===== src/rtl/regfile_wb_scheduler_pkg.sv =====
// Shared constants and types for the register-file writeback scheduler.
package regfile_wb_scheduler_pkg;

    localparam int unsigned XLEN   = 32;
    localparam int unsigned NREGS  = 32;
    localparam int unsigned REG_AW = 5;

    // Writeback source identity; also the encoding of the arbiter's last-grant pointer.
    typedef enum logic {
        WB_ALU = 1'b0,
        WB_LSU = 1'b1
    } wb_src_t;

    // True for any register other than the hard-wired zero register x0.
    function automatic logic reg_is_live(input logic [REG_AW-1:0] addr);
        return addr != REG_AW'(0);
    endfunction

endpackage


===== src/rtl/regfile_wb_scheduler_if.sv =====
// Issue, writeback-request, register-file and scoreboard signals of the scheduler.
interface regfile_wb_scheduler_if #(
    parameter int unsigned XLEN  = regfile_wb_scheduler_pkg::XLEN,
    parameter int unsigned NREGS = regfile_wb_scheduler_pkg::NREGS
);
    import regfile_wb_scheduler_pkg::*;

    // Issue request and hazard response
    logic              issue_valid;
    logic [REG_AW-1:0] issue_rd;
    logic [REG_AW-1:0] issue_rs1;
    logic [REG_AW-1:0] issue_rs2;
    logic              issue_stall;

    // ALU writeback request
    logic              alu_valid;
    logic [REG_AW-1:0] alu_wa;
    logic [XLEN-1:0]   alu_wd;
    logic              alu_ready;

    // Load-unit writeback request
    logic              lsu_valid;
    logic [REG_AW-1:0] lsu_wa;
    logic [XLEN-1:0]   lsu_wd;
    logic              lsu_ready;

    // Register file write port and scoreboard view
    logic              rf_we;
    logic [REG_AW-1:0] rf_wa;
    logic [XLEN-1:0]   rf_wd;
    logic [NREGS-1:0]  busy;

    // Pipeline side: drives issue and writeback requests.
    modport master (
        output issue_valid, issue_rd, issue_rs1, issue_rs2,
        output alu_valid, alu_wa, alu_wd,
        output lsu_valid, lsu_wa, lsu_wd,
        input  issue_stall, alu_ready, lsu_ready,
        input  rf_we, rf_wa, rf_wd, busy
    );

    // Scheduler side.
    modport slave (
        input  issue_valid, issue_rd, issue_rs1, issue_rs2,
        input  alu_valid, alu_wa, alu_wd,
        input  lsu_valid, lsu_wa, lsu_wd,
        output issue_stall, alu_ready, lsu_ready,
        output rf_we, rf_wa, rf_wd, busy
    );

endinterface


===== src/rtl/rr_arb2.sv =====
// Two-requester round-robin arbiter (ALU vs LSU) with a one-bit last-grant pointer.
module rr_arb2
    import regfile_wb_scheduler_pkg::*;
(
    input  logic clk,
    input  logic rst,
    input  logic i_req_alu,
    input  logic i_req_lsu,
    output logic o_gnt_alu_c,
    output logic o_gnt_lsu_c
);

    wb_src_t r_last_grant;
    logic    w_any_grant;

    assign w_any_grant = o_gnt_alu_c | o_gnt_lsu_c;

    // Grant in the same cycle; on contention the side not granted last wins.
    always_comb begin
        o_gnt_alu_c = 1'b0;
        o_gnt_lsu_c = 1'b0;
        if (i_req_alu && i_req_lsu) begin
            if (r_last_grant == WB_LSU) begin
                o_gnt_alu_c = 1'b1;
            end else begin
                o_gnt_lsu_c = 1'b1;
            end
        end else if (i_req_alu) begin
            o_gnt_alu_c = 1'b1;
        end else if (i_req_lsu) begin
            o_gnt_lsu_c = 1'b1;
        end
    end

    // Pointer moves only on a grant; reset value makes the ALU win first contention.
    always_ff @(posedge clk or posedge rst) begin
        if (rst) begin
            r_last_grant <= WB_LSU;
        end else if (w_any_grant) begin
            r_last_grant <= o_gnt_lsu_c ? WB_LSU : WB_ALU;
        end
    end

endmodule


===== src/rtl/regfile_wb_scheduler.sv =====
// Writeback port scheduler: arbitrates ALU/LSU writes onto the register file
// and keeps a pending-write scoreboard that stalls hazardous issues.
module regfile_wb_scheduler #(
    parameter int unsigned XLEN  = regfile_wb_scheduler_pkg::XLEN,
    parameter int unsigned NREGS = regfile_wb_scheduler_pkg::NREGS
) (
    input  logic                 clk,
    input  logic                 reset,
    regfile_wb_scheduler_if.slave bus
);
    import regfile_wb_scheduler_pkg::*;

    logic              w_gnt_alu;
    logic              w_gnt_lsu;
    logic              w_rf_we;
    logic [REG_AW-1:0] w_rf_wa;
    logic [XLEN-1:0]   w_rf_wd;

    logic              w_rs1_hit;
    logic              w_rs2_hit;
    logic              w_rd_hit;
    logic              w_stall;
    logic              w_set;
    logic              w_clr;

    logic [NREGS-1:0]  r_busy;
    logic [NREGS-1:0]  w_busy_nxt;

    rr_arb2 u_arb (
        .clk         (clk),
        .rst         (reset),
        .i_req_alu   (bus.alu_valid),
        .i_req_lsu   (bus.lsu_valid),
        .o_gnt_alu_c (w_gnt_alu),
        .o_gnt_lsu_c (w_gnt_lsu)
    );

    // Steer the granted requester onto the write port; idle port reads all zero.
    always_comb begin
        w_rf_we = 1'b0;
        w_rf_wa = '0;
        w_rf_wd = '0;
        if (w_gnt_alu) begin
            w_rf_we = 1'b1;
            w_rf_wa = bus.alu_wa;
            w_rf_wd = bus.alu_wd;
        end else if (w_gnt_lsu) begin
            w_rf_we = 1'b1;
            w_rf_wa = bus.lsu_wa;
            w_rf_wd = bus.lsu_wd;
        end
    end

    // RAW/WAW hazard detect against the registered scoreboard only (no bypass).
    always_comb begin
        w_rs1_hit = reg_is_live(bus.issue_rs1) && r_busy[bus.issue_rs1];
        w_rs2_hit = reg_is_live(bus.issue_rs2) && r_busy[bus.issue_rs2];
        w_rd_hit  = reg_is_live(bus.issue_rd)  && r_busy[bus.issue_rd];
        w_stall   = bus.issue_valid && (w_rs1_hit || w_rs2_hit || w_rd_hit);
        w_set     = bus.issue_valid && !w_stall && reg_is_live(bus.issue_rd);
        w_clr     = w_rf_we && reg_is_live(w_rf_wa);
    end

    // Next scoreboard: clear the written register, then set the issued one so a same-register set wins.
    always_comb begin
        w_busy_nxt = r_busy;
        if (w_clr) begin
            w_busy_nxt[w_rf_wa] = 1'b0;
        end
        if (w_set) begin
            w_busy_nxt[bus.issue_rd] = 1'b1;
        end
        w_busy_nxt[0] = 1'b0;
    end

    // Scoreboard register; reset drops every pending write immediately.
    always_ff @(posedge clk or posedge reset) begin
        if (reset) begin
            r_busy <= '0;
        end else begin
            r_busy <= w_busy_nxt;
        end
    end

    assign bus.alu_ready   = w_gnt_alu;
    assign bus.lsu_ready   = w_gnt_lsu;
    assign bus.rf_we       = w_rf_we;
    assign bus.rf_wa       = w_rf_wa;
    assign bus.rf_wd       = w_rf_wd;
    assign bus.issue_stall = w_stall;
    assign bus.busy        = r_busy;

endmodule


===== src/flat_wrapper.sv =====
// flat-port wrapper written by rule: the top's interface ports become plain ports
module regfile_wb_scheduler_flat import regfile_wb_scheduler_pkg::*;
#(
    parameter int unsigned XLEN  = regfile_wb_scheduler_pkg::XLEN,
    parameter int unsigned NREGS = regfile_wb_scheduler_pkg::NREGS
)
  (clk, reset, bus_issue_valid, bus_issue_rd, bus_issue_rs1, bus_issue_rs2, bus_alu_valid, bus_alu_wa, bus_alu_wd, bus_lsu_valid, bus_lsu_wa, bus_lsu_wd, bus_issue_stall, bus_alu_ready, bus_lsu_ready, bus_rf_we, bus_rf_wa, bus_rf_wd, bus_busy);
  regfile_wb_scheduler_if #(.XLEN(XLEN), .NREGS(NREGS)) bus_i ();
  input  logic clk;
  input  logic reset;
  input wire logic [$bits(bus_i.issue_valid)-1:0] bus_issue_valid;
  input wire logic [$bits(bus_i.issue_rd)-1:0] bus_issue_rd;
  input wire logic [$bits(bus_i.issue_rs1)-1:0] bus_issue_rs1;
  input wire logic [$bits(bus_i.issue_rs2)-1:0] bus_issue_rs2;
  input wire logic [$bits(bus_i.alu_valid)-1:0] bus_alu_valid;
  input wire logic [$bits(bus_i.alu_wa)-1:0] bus_alu_wa;
  input wire logic [$bits(bus_i.alu_wd)-1:0] bus_alu_wd;
  input wire logic [$bits(bus_i.lsu_valid)-1:0] bus_lsu_valid;
  input wire logic [$bits(bus_i.lsu_wa)-1:0] bus_lsu_wa;
  input wire logic [$bits(bus_i.lsu_wd)-1:0] bus_lsu_wd;
  output wire logic [$bits(bus_i.issue_stall)-1:0] bus_issue_stall;
  output wire logic [$bits(bus_i.alu_ready)-1:0] bus_alu_ready;
  output wire logic [$bits(bus_i.lsu_ready)-1:0] bus_lsu_ready;
  output wire logic [$bits(bus_i.rf_we)-1:0] bus_rf_we;
  output wire logic [$bits(bus_i.rf_wa)-1:0] bus_rf_wa;
  output wire logic [$bits(bus_i.rf_wd)-1:0] bus_rf_wd;
  output wire logic [$bits(bus_i.busy)-1:0] bus_busy;
  assign bus_i.issue_valid = bus_issue_valid;
  assign bus_i.issue_rd = bus_issue_rd;
  assign bus_i.issue_rs1 = bus_issue_rs1;
  assign bus_i.issue_rs2 = bus_issue_rs2;
  assign bus_i.alu_valid = bus_alu_valid;
  assign bus_i.alu_wa = bus_alu_wa;
  assign bus_i.alu_wd = bus_alu_wd;
  assign bus_i.lsu_valid = bus_lsu_valid;
  assign bus_i.lsu_wa = bus_lsu_wa;
  assign bus_i.lsu_wd = bus_lsu_wd;
  assign bus_issue_stall = bus_i.issue_stall;
  assign bus_alu_ready = bus_i.alu_ready;
  assign bus_lsu_ready = bus_i.lsu_ready;
  assign bus_rf_we = bus_i.rf_we;
  assign bus_rf_wa = bus_i.rf_wa;
  assign bus_rf_wd = bus_i.rf_wd;
  assign bus_busy = bus_i.busy;
  regfile_wb_scheduler #(.XLEN(XLEN), .NREGS(NREGS)) u_core (.clk(clk), .reset(reset), .bus(bus_i));
endmodule

===== config.mk =====
export PLATFORM = sky130hd
export DESIGN_NAME = regfile_wb_scheduler_flat
export DESIGN_NICKNAME = d
export VERILOG_FILES = /design/src/rtl/regfile_wb_scheduler_pkg.sv /design/src/rtl/regfile_wb_scheduler_if.sv /design/src/rtl/rr_arb2.sv /design/src/rtl/regfile_wb_scheduler.sv /design/src/flat_wrapper.sv
export SDC_FILE = /design/constraint.sdc
export NUM_CORES = 1
export LEC_CHECK = 0
export CELL_PAD_IN_SITES_DETAIL_PLACEMENT = 1
export CELL_PAD_IN_SITES_GLOBAL_PLACEMENT = 1
export CORE_UTILIZATION = 25
export CTS_CLUSTER_SIZE = 24
export DETAILED_ROUTE_END_ITERATION = 8
export DONT_BUFFER_PORTS = 1
export GPL_TIMING_DRIVEN = 0
export HOLD_SLACK_MARGIN = 0.06
export PLACE_DENSITY = 0.55
export SYNTH_ARGS = -nofsm -noshare
export SYNTH_HDL_FRONTEND = slang
export SYNTH_SLANG_ARGS = --single-unit

===== constraint.sdc =====
create_clock -name clk -period 3.4 [get_ports clk]
set_input_delay 0.51 -clock clk [delete_from_list [all_inputs] [get_ports clk]]
set_output_delay 0.51 -clock clk [all_outputs]
set_load 0.005 [all_outputs]

# Word-level counts from Yosys, hierarchy flattened
# Index checks and enable logic that the tools add are counted.
[word_totals]
inputBits = 94
out_inout_bits = 73
register_bits = 32
[op_classes]
muxes = 25
n_reduce_logical = 17
bitwise_logic = 4
order_cmp = 6
[op_table]
columns = ["cell", "count"]
rows = [
  ["$mux W32", 4],
  ["$and A32 B32 Y32", 1],
  ["$not A32 Y32", 1],
  ["$or A32 B32 Y32", 1],
  ["$lt A5 B6 Y1 const B", 4],
  ["$reduce_bool A5 Y1", 4],
  ["$bmux W1 S5", 3],
  ["$mux W1", 14],
  ["$demux W1 S5", 2],
  ["$ge A5 B1 Y1 const B", 2],
  ["$logic_and A1 B1 Y1", 10],
  ["$mux W5", 2],
  ["$logic_or A1 B1 Y1", 2],
  ["$logic_not A1 Y1", 1],
  ["$or A1 B1 Y1", 1],
]

# Depth between registers and ports, before layout
# Gate-level depths: netlist of run 1.
[depth]
ltp_word = 14
ltp_mapped = 9
depth_no_buf = 7

# Hierarchy
# Synthesis of run 1 repeated with hierarchy kept, for this count alone.
[unflattened]
hier_cells = 308
area_unflattened_um2 = 2956.6
[modules_own_cells]
columns = ["module", "instances", "area_each_um2", "cells_per_inst", "seq_area_each_um2"]
rows = [
  ["regfile_wb_scheduler", 1, 2897.8, 301, 775.7],
  ["rr_arb2", 1, 58.8, 7, 26.3],
]

# Least setup slack after synthesis of run 1
# Ideal clock, no wire load.
[synth_path]
kind = "input -> output"
start = "input bus_issue_rd[0]"
end = "output bus_issue_stall"
path_stages = 6
setup_slack_ps = 675
arrival_ps = 2215
required_ps = 2890
path_buffers = 1
cell_sequence = "mux4_1 > nor2b_1 > or4_1 > nand4b_4 > buf_6 > o21a_1"
[synth_via]
elab_chain_cells = 5
[synth_rtl]
columns = ["item", "line", "source"]
rows = [
  ["start, declared", "flat_wrapper.sv:12", "input wire logic [$bits(bus_i.issue_rd)-1:0] bus_issue_rd;"],
  ["$bmux W1 S5", "regfile_wb_scheduler.sv:58", "w_rd_hit = reg_is_live(bus.issue_rd) && r_busy[bus.issue_rd];"],
  ["$mux W1 (not written as such)", "regfile_wb_scheduler.sv:58", ""],
  ["$logic_and A1 B1 Y1 *", "regfile_wb_scheduler.sv:58", ""],
  ["$logic_or A1 B1 Y1 *", "regfile_wb_scheduler.sv:59", "w_stall = bus.issue_valid && (w_rs1_hit || w_rs2_hit || w_rd_hit);"],
  ["$logic_and A1 B1 Y1 *", "regfile_wb_scheduler.sv:59", ""],
  ["end, declared", "flat_wrapper.sv:21", "output wire logic [$bits(bus_i.issue_stall)-1:0] bus_issue_stall;"],
]
# Mark *: on every way between the ends. The rest lies on a longest branch, timed or not. The select of a mux whose other input is x is not followed.

# Worst setup path after layout of run 1
[layout_path]
start = "register u_core.r_busy[13] (netlist: u_core.bus.busy[13])"
end = "output bus_issue_stall"
[layout_via]
elab_chain_cells = 6
[layout_rtl]
columns = ["item", "line", "source"]
rows = [
  ["start, declared", "regfile_wb_scheduler.sv:26", "logic [NREGS-1:0] r_busy;"],
  ["start signal, assigned", "regfile_wb_scheduler.sv:81", "r_busy <= w_busy_nxt;"],
  ["$bmux W1 S5 (on tied branches)", "regfile_wb_scheduler.sv:56, regfile_wb_scheduler.sv:57", ""],
  ["$mux W1 (on tied branches)", "regfile_wb_scheduler.sv:56, regfile_wb_scheduler.sv:57", ""],
  ["$logic_and A1 B1 Y1 (on tied branches)", "regfile_wb_scheduler.sv:56, regfile_wb_scheduler.sv:57", ""],
  ["$logic_or A1 B1 Y1", "regfile_wb_scheduler.sv:59", ""],
  ["$logic_or A1 B1 Y1 *", "regfile_wb_scheduler.sv:59", ""],
  ["$logic_and A1 B1 Y1 *", "regfile_wb_scheduler.sv:59", ""],
]
# Marked as above.

==> flow_summary.json, run 1 <==
{
  "die_h_um": 108.4,
  "layout_min_cycle_time_ps": 3146,
  "layout-drive-gt1-share": 0.1093,
  "timing.rr.end": "u_core.bus.busy[30]",
  "synth.area.top_cells": "dfrtp_1 (27%), a22o_1 (11%), o41ai_1 (8.4%), mux2i_1 (7.8%), o21ai_0 (5.7%)",
  "r2r_slack_ps": 620,
  "worstPathCellList": "mux4_1 > nor2b_1 > or4_1 > nand4b_4 > buf_6 > o21a_1",
  "ys.flop_type": "dfrtp_1",
  "drt_iter0_drc": 202,
  "cp.required_ps": 2890,
  "yosys.area.top_type_share": 0.2743,
  "clock_latency_ps": 270,
  "first_pass_iters": 5,
  "crit_fanout": 10,
  "grt_setup_unrepaired": "no",
  "cp_top_family": "simple AND/OR/NAND/NOR gates",
  "critPathArrivalTime_ps": 2640,
  "yosys_warnings": 0,
  "p_total_uw": 1734,
  "synth-simple-area-share": 0.1478,
  "finalCritPeriodShare": 0.9254,
  "cts_made_buffers": 5,
  "post_synth.cell_area_avg_sq_um": 9.332,
  "skew_ps": 3.119,
  "antenna_found_initial": 2,
  "power.density_nw_per_um2": 549.2,
  "cts.hold.buffers_added": 0,
  "synth_nets": 397,
  "slew_viol_final": 0,
  "maxCapViolations": 0,
  "grt_first_pass_wirelength_mm": 17.46,
  "seq_area_frac_synth": 0.2836,
  "setup_ws_ps": 253.5,
  "finalCoreUtilization": 0.2887,
  "relSlewSlack": 0.3460,
  "path_clk_slew_ps": 50,
  "nets": 404,
  "synthAdderAreaFrac": 0,
  "synth-xor-area-share": 0,
  "endpoint": "bus_issue_stall",
  "worst-path-buf-inv": 1,
  "netlist_area_sq_um": 2828,
  "fmax_ghz": 0.3178,
  "gp_congestion": 0.8855,
  "clockBufferDepth": 2,
  "wl_per_cell_um": 26.66,
  "track_usage": 0.2013,
  "routed_wl_mm": 12.08,
  "ioPinCount": 167,
  "peakVddDrop_mv": 0.2036,
  "synth_cell_types": 46,
  "synth_compound_area_frac": 0.3615,
  "syn_inst": 303,
  "rows": 38,
  "synthMuxAreaShare": 0.1522,
  "grt_pass1_vias": 2953,
  "hold_viol_final": 0,
  "synth_top_family_by_area": "compound AO/OA/AOI/OAI gates",
  "vias": 2823,
  "grt_max_degree": 33,
  "route.detailed.drc": 0,
  "globalRouteOverflowTotal": 0,
  "ys_seq_elements": 32,
  "regArea_sq_um": 802.0,
  "ant_nets": 0,
  "hp-class": "in -> async",
  "critPathLaunch": "u_core.bus.busy[13]",
  "syn2layout_area_growth_pct": 11.64,
  "die_area_sq_um": 11740,
  "dp_hpwl_mm": 9.400,
  "die_x_um": 108.4,
  "yosysTopAreaCell": "dfrtp_1",
  "via_per_inst": 6.232,
  "worst_pin_slew_ps": 977.2,
  "status": "finished, final reports clean",
  "htree_levels": 2,
  "io_buffers": 0,
  "clock-root-buffer": "clkbuf_16",
  "multi_input_area_sq_um": 1874,
  "synth_edf_count": 0,
  "r2r-start": "u_core.bus.busy[13]",
  "place_ws_ps": -12.55,
  "synth_most_common_cell": "a22o_1",
  "endpoint_kind": "output port",
  "initial_utilization": 0.2586,
  "slowest_stage": "mux4_1",
  "clkSinkCount": 32,
  "postSynth.asyncResetShare": 1.000,
  "max_stage_delay_ps": 550,
  "fillers": 1286,
  "finalSetupViolations": 0,
  "critPathKind": "reg -> out",
  "crit_cells": 6,
  "p_leak_uw": 0.001246,
  "core-area_sq_um": 10940,
  "synthTopCellsByCount": "a22o_1 (34), o21ai_0 (32), dfrtp_1 (31)",
  "cts_tree": "yes",
  "fin_setup_tns_ps": 0,
  "start_kind": "flip-flop",
  "r2r_cells": 6
}
## power by group
part	leakage, uW	total [uW]	internal, uW	switching, uW
logic	0.000755	592	265	327
registers	0.000420	698	486	211
clock network	0.0000712	444	292	152
## area by class of cell
cell class,count,area share
multi-input cells,239,0.5937
flip-flops and latches,32,0.2541
well taps,140,0.05549
clock buffers,8,0.04637
plain buffers,24,0.03924
inverters,8,0.009512
diodes,2,0.001585
## sequential cells by signal (all words and copies together) (netlist names)
| name | cells |
|---|---|
| u_core.u_arb.r_last_grant | 1 |
| u_core.bus.busy | 31 |
## cell families (layout without fill, tap and decap cells)
kind of cell    Yosys count  count (layout)
other cells               1               3
compound gates          134             134
buf+inv                  32              40
mux                      32              32
simple gates             72              72
flops                    32              32
## placed cells by master, fill, tap and decap left out, drive strengths merged, types with 10 or more instances in the layout
| master | synthesis | final |
|---|---|---|
| buf | 10 | 10 |
| clkbuf | 14 | 22 |
| a21oi | 12 | 12 |
| nand2 | 17 | 17 |
| o21ai | 32 | 32 |
| a22o | 34 | 34 |
| mux2i | 22 | 22 |
| nor2b | 13 | 13 |
| o41ai | 31 | 31 |
| dfrtp | 31 | 31 |
## worst min path at each step
stage / to / cells after the start / from / slack (ps)
floorplan: u_core.u_arb.r_last_grant / 2 / u_core.u_arb.r_last_grant / 480
global placement: u_core.u_arb.r_last_grant / 2 / u_core.u_arb.r_last_grant / 490
CTS: u_core.u_arb.r_last_grant / 1 / bus_alu_valid / 280
global route: u_core.bus.busy[8] / 1 / reset / 290
finish: u_core.bus.busy[8] / 1 / reset / 240
detailed placement: u_core.u_arb.r_last_grant / 2 / u_core.u_arb.r_last_grant / 510
## what timing repair did
action	CTS	global route
gates resized for setup	1	2
setup endpoints to repair	1	1
setup buffers	0	0
## through the flow
step | instances | instance area (sq um) | hold WS [ps]
2_1_floorplan | 303 | 2828 | 476.3
3_3_place_gp | 443 | 3003 | 493.3
3_5_place_dp | 443 | 3003 | 507.1
4_1_cts | 451 | 3151 | 280.2
5_1_grt | 453 | 3157 | 287.7
6_report | 453 | 3157 | 242.5
## metal layers
layer  global-route usage  wire length, um  up-vias
li1                     -                -     1252
met1               0.2317             4691     1404
met2               0.3530             6207      151
met3              0.03556              858       16
met4               0.1091              320        0
met5                    0                0        -
Note: power is estimated with default switching activity, not from simulation.
==> run 2, diff against run 1 <==
--- a/config.mk
+++ b/config.mk
@@ -7,13 +7,13 @@
 export LEC_CHECK = 0
 export CELL_PAD_IN_SITES_DETAIL_PLACEMENT = 1
 export CELL_PAD_IN_SITES_GLOBAL_PLACEMENT = 1
-export CORE_UTILIZATION = 25
+export CORE_UTILIZATION = 45
 export CTS_CLUSTER_SIZE = 24
 export DETAILED_ROUTE_END_ITERATION = 8
 export DONT_BUFFER_PORTS = 1
 export GPL_TIMING_DRIVEN = 0
 export HOLD_SLACK_MARGIN = 0.06
-export PLACE_DENSITY = 0.55
+export PLACE_DENSITY = 0.86
 export SYNTH_ARGS = -nofsm -noshare
 export SYNTH_HDL_FRONTEND = slang
 export SYNTH_SLANG_ARGS = --single-unit
==> constraint.sdc (replaced) <==
create_clock -name clk -period 3.5 [get_ports clk]
set_input_delay 0.525 -clock clk [delete_from_list [all_inputs] [get_ports clk]]
set_output_delay 0.525 -clock clk [all_outputs]
set_load 0.005 [all_outputs]
==> flow_summary.json, run 2 (synthesis results as in run 1) <==
{
  "r2r_cells": 6,
  "dp_hpwl_mm": 8.968,
  "endpoint_kind": "output port",
  "final_design_area_no_fill_sq_um": 3044,
  "track_usage": 0.3455,
  "grt_max_degree": 33,
  "cp.required_ps": 2970,
  "vias": 2905,
  "path_clk_slew_ps": 70,
  "wl_per_cell_um": 29.28,
  "first_pass_iters": 5,
  "status": "finished, final reports clean",
  "finalSetupViolations": 0,
  "p_sw_frac": 0.4286,
  "setup_ws_ps": 177.4,
  "clkSinkCount": 32,
  "final_cell_mix": "a22o_1 (34), o21ai_0 (32), dfrtp_1 (31)",
  "syn2layout_area_growth_pct": 7.655,
  "post_cts_buffers": 0,
  "p_total_uw": 1556,
  "placed_cells": 378,
  "layout-drive-gt1-share": 0.1086,
  "fillers": 707,
  "hold_viol_final": 0,
  "die_h_um": 81.27,
  "grt_pass1_vias": 2961,
  "cpMostUsedCell": "clkbuf_1",
  "antenna_found_initial": 0,
  "worst_pin_slew_ps": 867.2,
  "start_kind": "input pin",
  "clockBufferDepth": 2,
  "clock_latency_ps": 290,
  "critPathKind": "in -> out",
  "route.detailed.drc": 0,
  "die_area_sq_um": 6605,
  "intPower_uw": 889.1,
  "ant_nets": 0,
  "routed_wl_mm": 11.36,
  "hp-class": "in -> reg",
  "slew_viol_final": 0,
  "p_sw_uw": 666.9,
  "skew_ps": 8.616,
  "worstPathCellList": "clkbuf_1 > buf_2 > mux2i_1 > a221oi_1 > a21oi_1 > nand3b_1 > clkbuf_1 > o21a_1",
  "regArea_sq_um": 802.0,
  "ioPinCount": 167,
  "p_seq_frac": 0.428,
  "clock-root-buffer": "clkbuf_8",
  "combPwrFrac": 0.377,
  "maxCapViolations": 0,
  "peakVddDrop_mv": 0.2113,
  "clkPwrFrac": 0.195,
  "grt_setup_unrepaired": "no",
  "final_cells": 388,
  "largest_reg_flops": 31,
  "core-area_sq_um": 5991,
  "place_ws_ps": 201.0,
  "via_per_inst": 7.487,
  "relSlewSlack": 0.4196,
  "gp_congestion": 0.9223,
  "cts_tree": "yes",
  "die_x_um": 81.27,
  "mostFrequentLayoutCell": "a22o_1",
  "fmax_ghz": 0.3010,
  "nets": 406,
  "dpl-instance-area_sq_um": 2922,
  "power.density_nw_per_um2": 511.1,
  "globalRouteOverflowTotal": 0,
  "max_stage_delay_ps": 410,
  "grt_first_pass_wirelength_mm": 16.39,
  "rows": 28,
  "drt_iter0_drc": 296,
  "num_antenna_cells": 0,
  "multi_input_area_sq_um": 1874,
  "initial_utilization": 0.4720,
  "fin_setup_tns_ps": 0,
  "p_leak_uw": 0.001231,
  "cts_made_buffers": 5,
  "slowest_stage": "clkbuf_1",
  "io_buffers": 0,
  "layout_min_cycle_time_ps": 3323,
  "critPathArrivalTime_ps": 2800,
  "htree_levels": 2,
  "crit_fanout": 10,
  "finalCritPeriodShare": 0.9493,
  "worstHoldPathCells": 1
}
[run 2: changes by cell type in the layout (fill, tap and decap cells not counted)]
cell / previous run / this run
clkinv_2: 0 / 2
clkinv_1: 0 / 1
clkbuf_16: 5 / 0
clkbuf_2: 2 / 0
inv_2: 1 / 0
dlygate4sd3_1: 0 / 1
clkbuf_8: 1 / 6
diode_2: 2 / 0
buf_12: 0 / 1
[run 2: critical path, delay by kind of cell]
kind	cells	cell delay, ps
buf+inv	3	1170
compound gates	3	650
simple gates	1	320
mux	1	120
[run 2: repair_timing]
item / 4_1_cts / 5_1_grt
setup endpoints to repair: 0 / 0
endpoints found under the hold margin: 0 / 7
resized for setup: 0 / 0
hold buffers: 0 / 1
[run 2: worst paths after layout]
check	from	end	slack, ps
max	bus_issue_rs2[0]	bus_issue_stall	180
min	bus_alu_valid	u_core.u_arb.r_last_grant	290
max reg2reg	u_core.bus.busy[7]	u_core.bus.busy[4]	840
min reg2reg	u_core.u_arb.r_last_grant	u_core.u_arb.r_last_grant	520
max in group asynchronous	reset	u_core.u_arb.r_last_grant	2410
min in group asynchronous	reset	u_core.bus.busy[23]	600
[run 2: area by class of cell]
class                           instances  share of cell area
Tap cell                               75             0.03083
Inverter                                8            0.009864
Buffer                                 24             0.03987
Clock inverter                          2            0.003288
Clock buffer                            6             0.02713
Sequential cell                        32              0.2635
Multi-Input combinational cell        239              0.6157
Timing Repair Buffer                    2            0.009864
[run 2: metrics by stage]
step                  util  hold WS [ps]
global placement    0.4877         486.9
CTS                 0.5031         290.3
floorplan                -         476.3
global route        0.5081         287.0
finish              0.5081         293.5
detailed placement  0.4877         514.5
[run 2: power by group through the flow]
stage / combinational, uW / sequential [uW] / clock [uW]
after CTS: 576 / 660 / 301
after floorplan: 451 / 581 / 0
after detailed placement: 574 / 667 / 0
after global placement: 547 / 663 / 0
final: 586 / 667 / 303
after global routing: 629 / 680 / 315
[run 2: routing by layer]
metal,routed length [um],track usage,up-vias
met3,875,0.05843,27
met5,0,0,-
met2,5978,0.6142,174
li1,-,-,1250
met1,4186,0.4043,1454
met4,319,0.1500,0
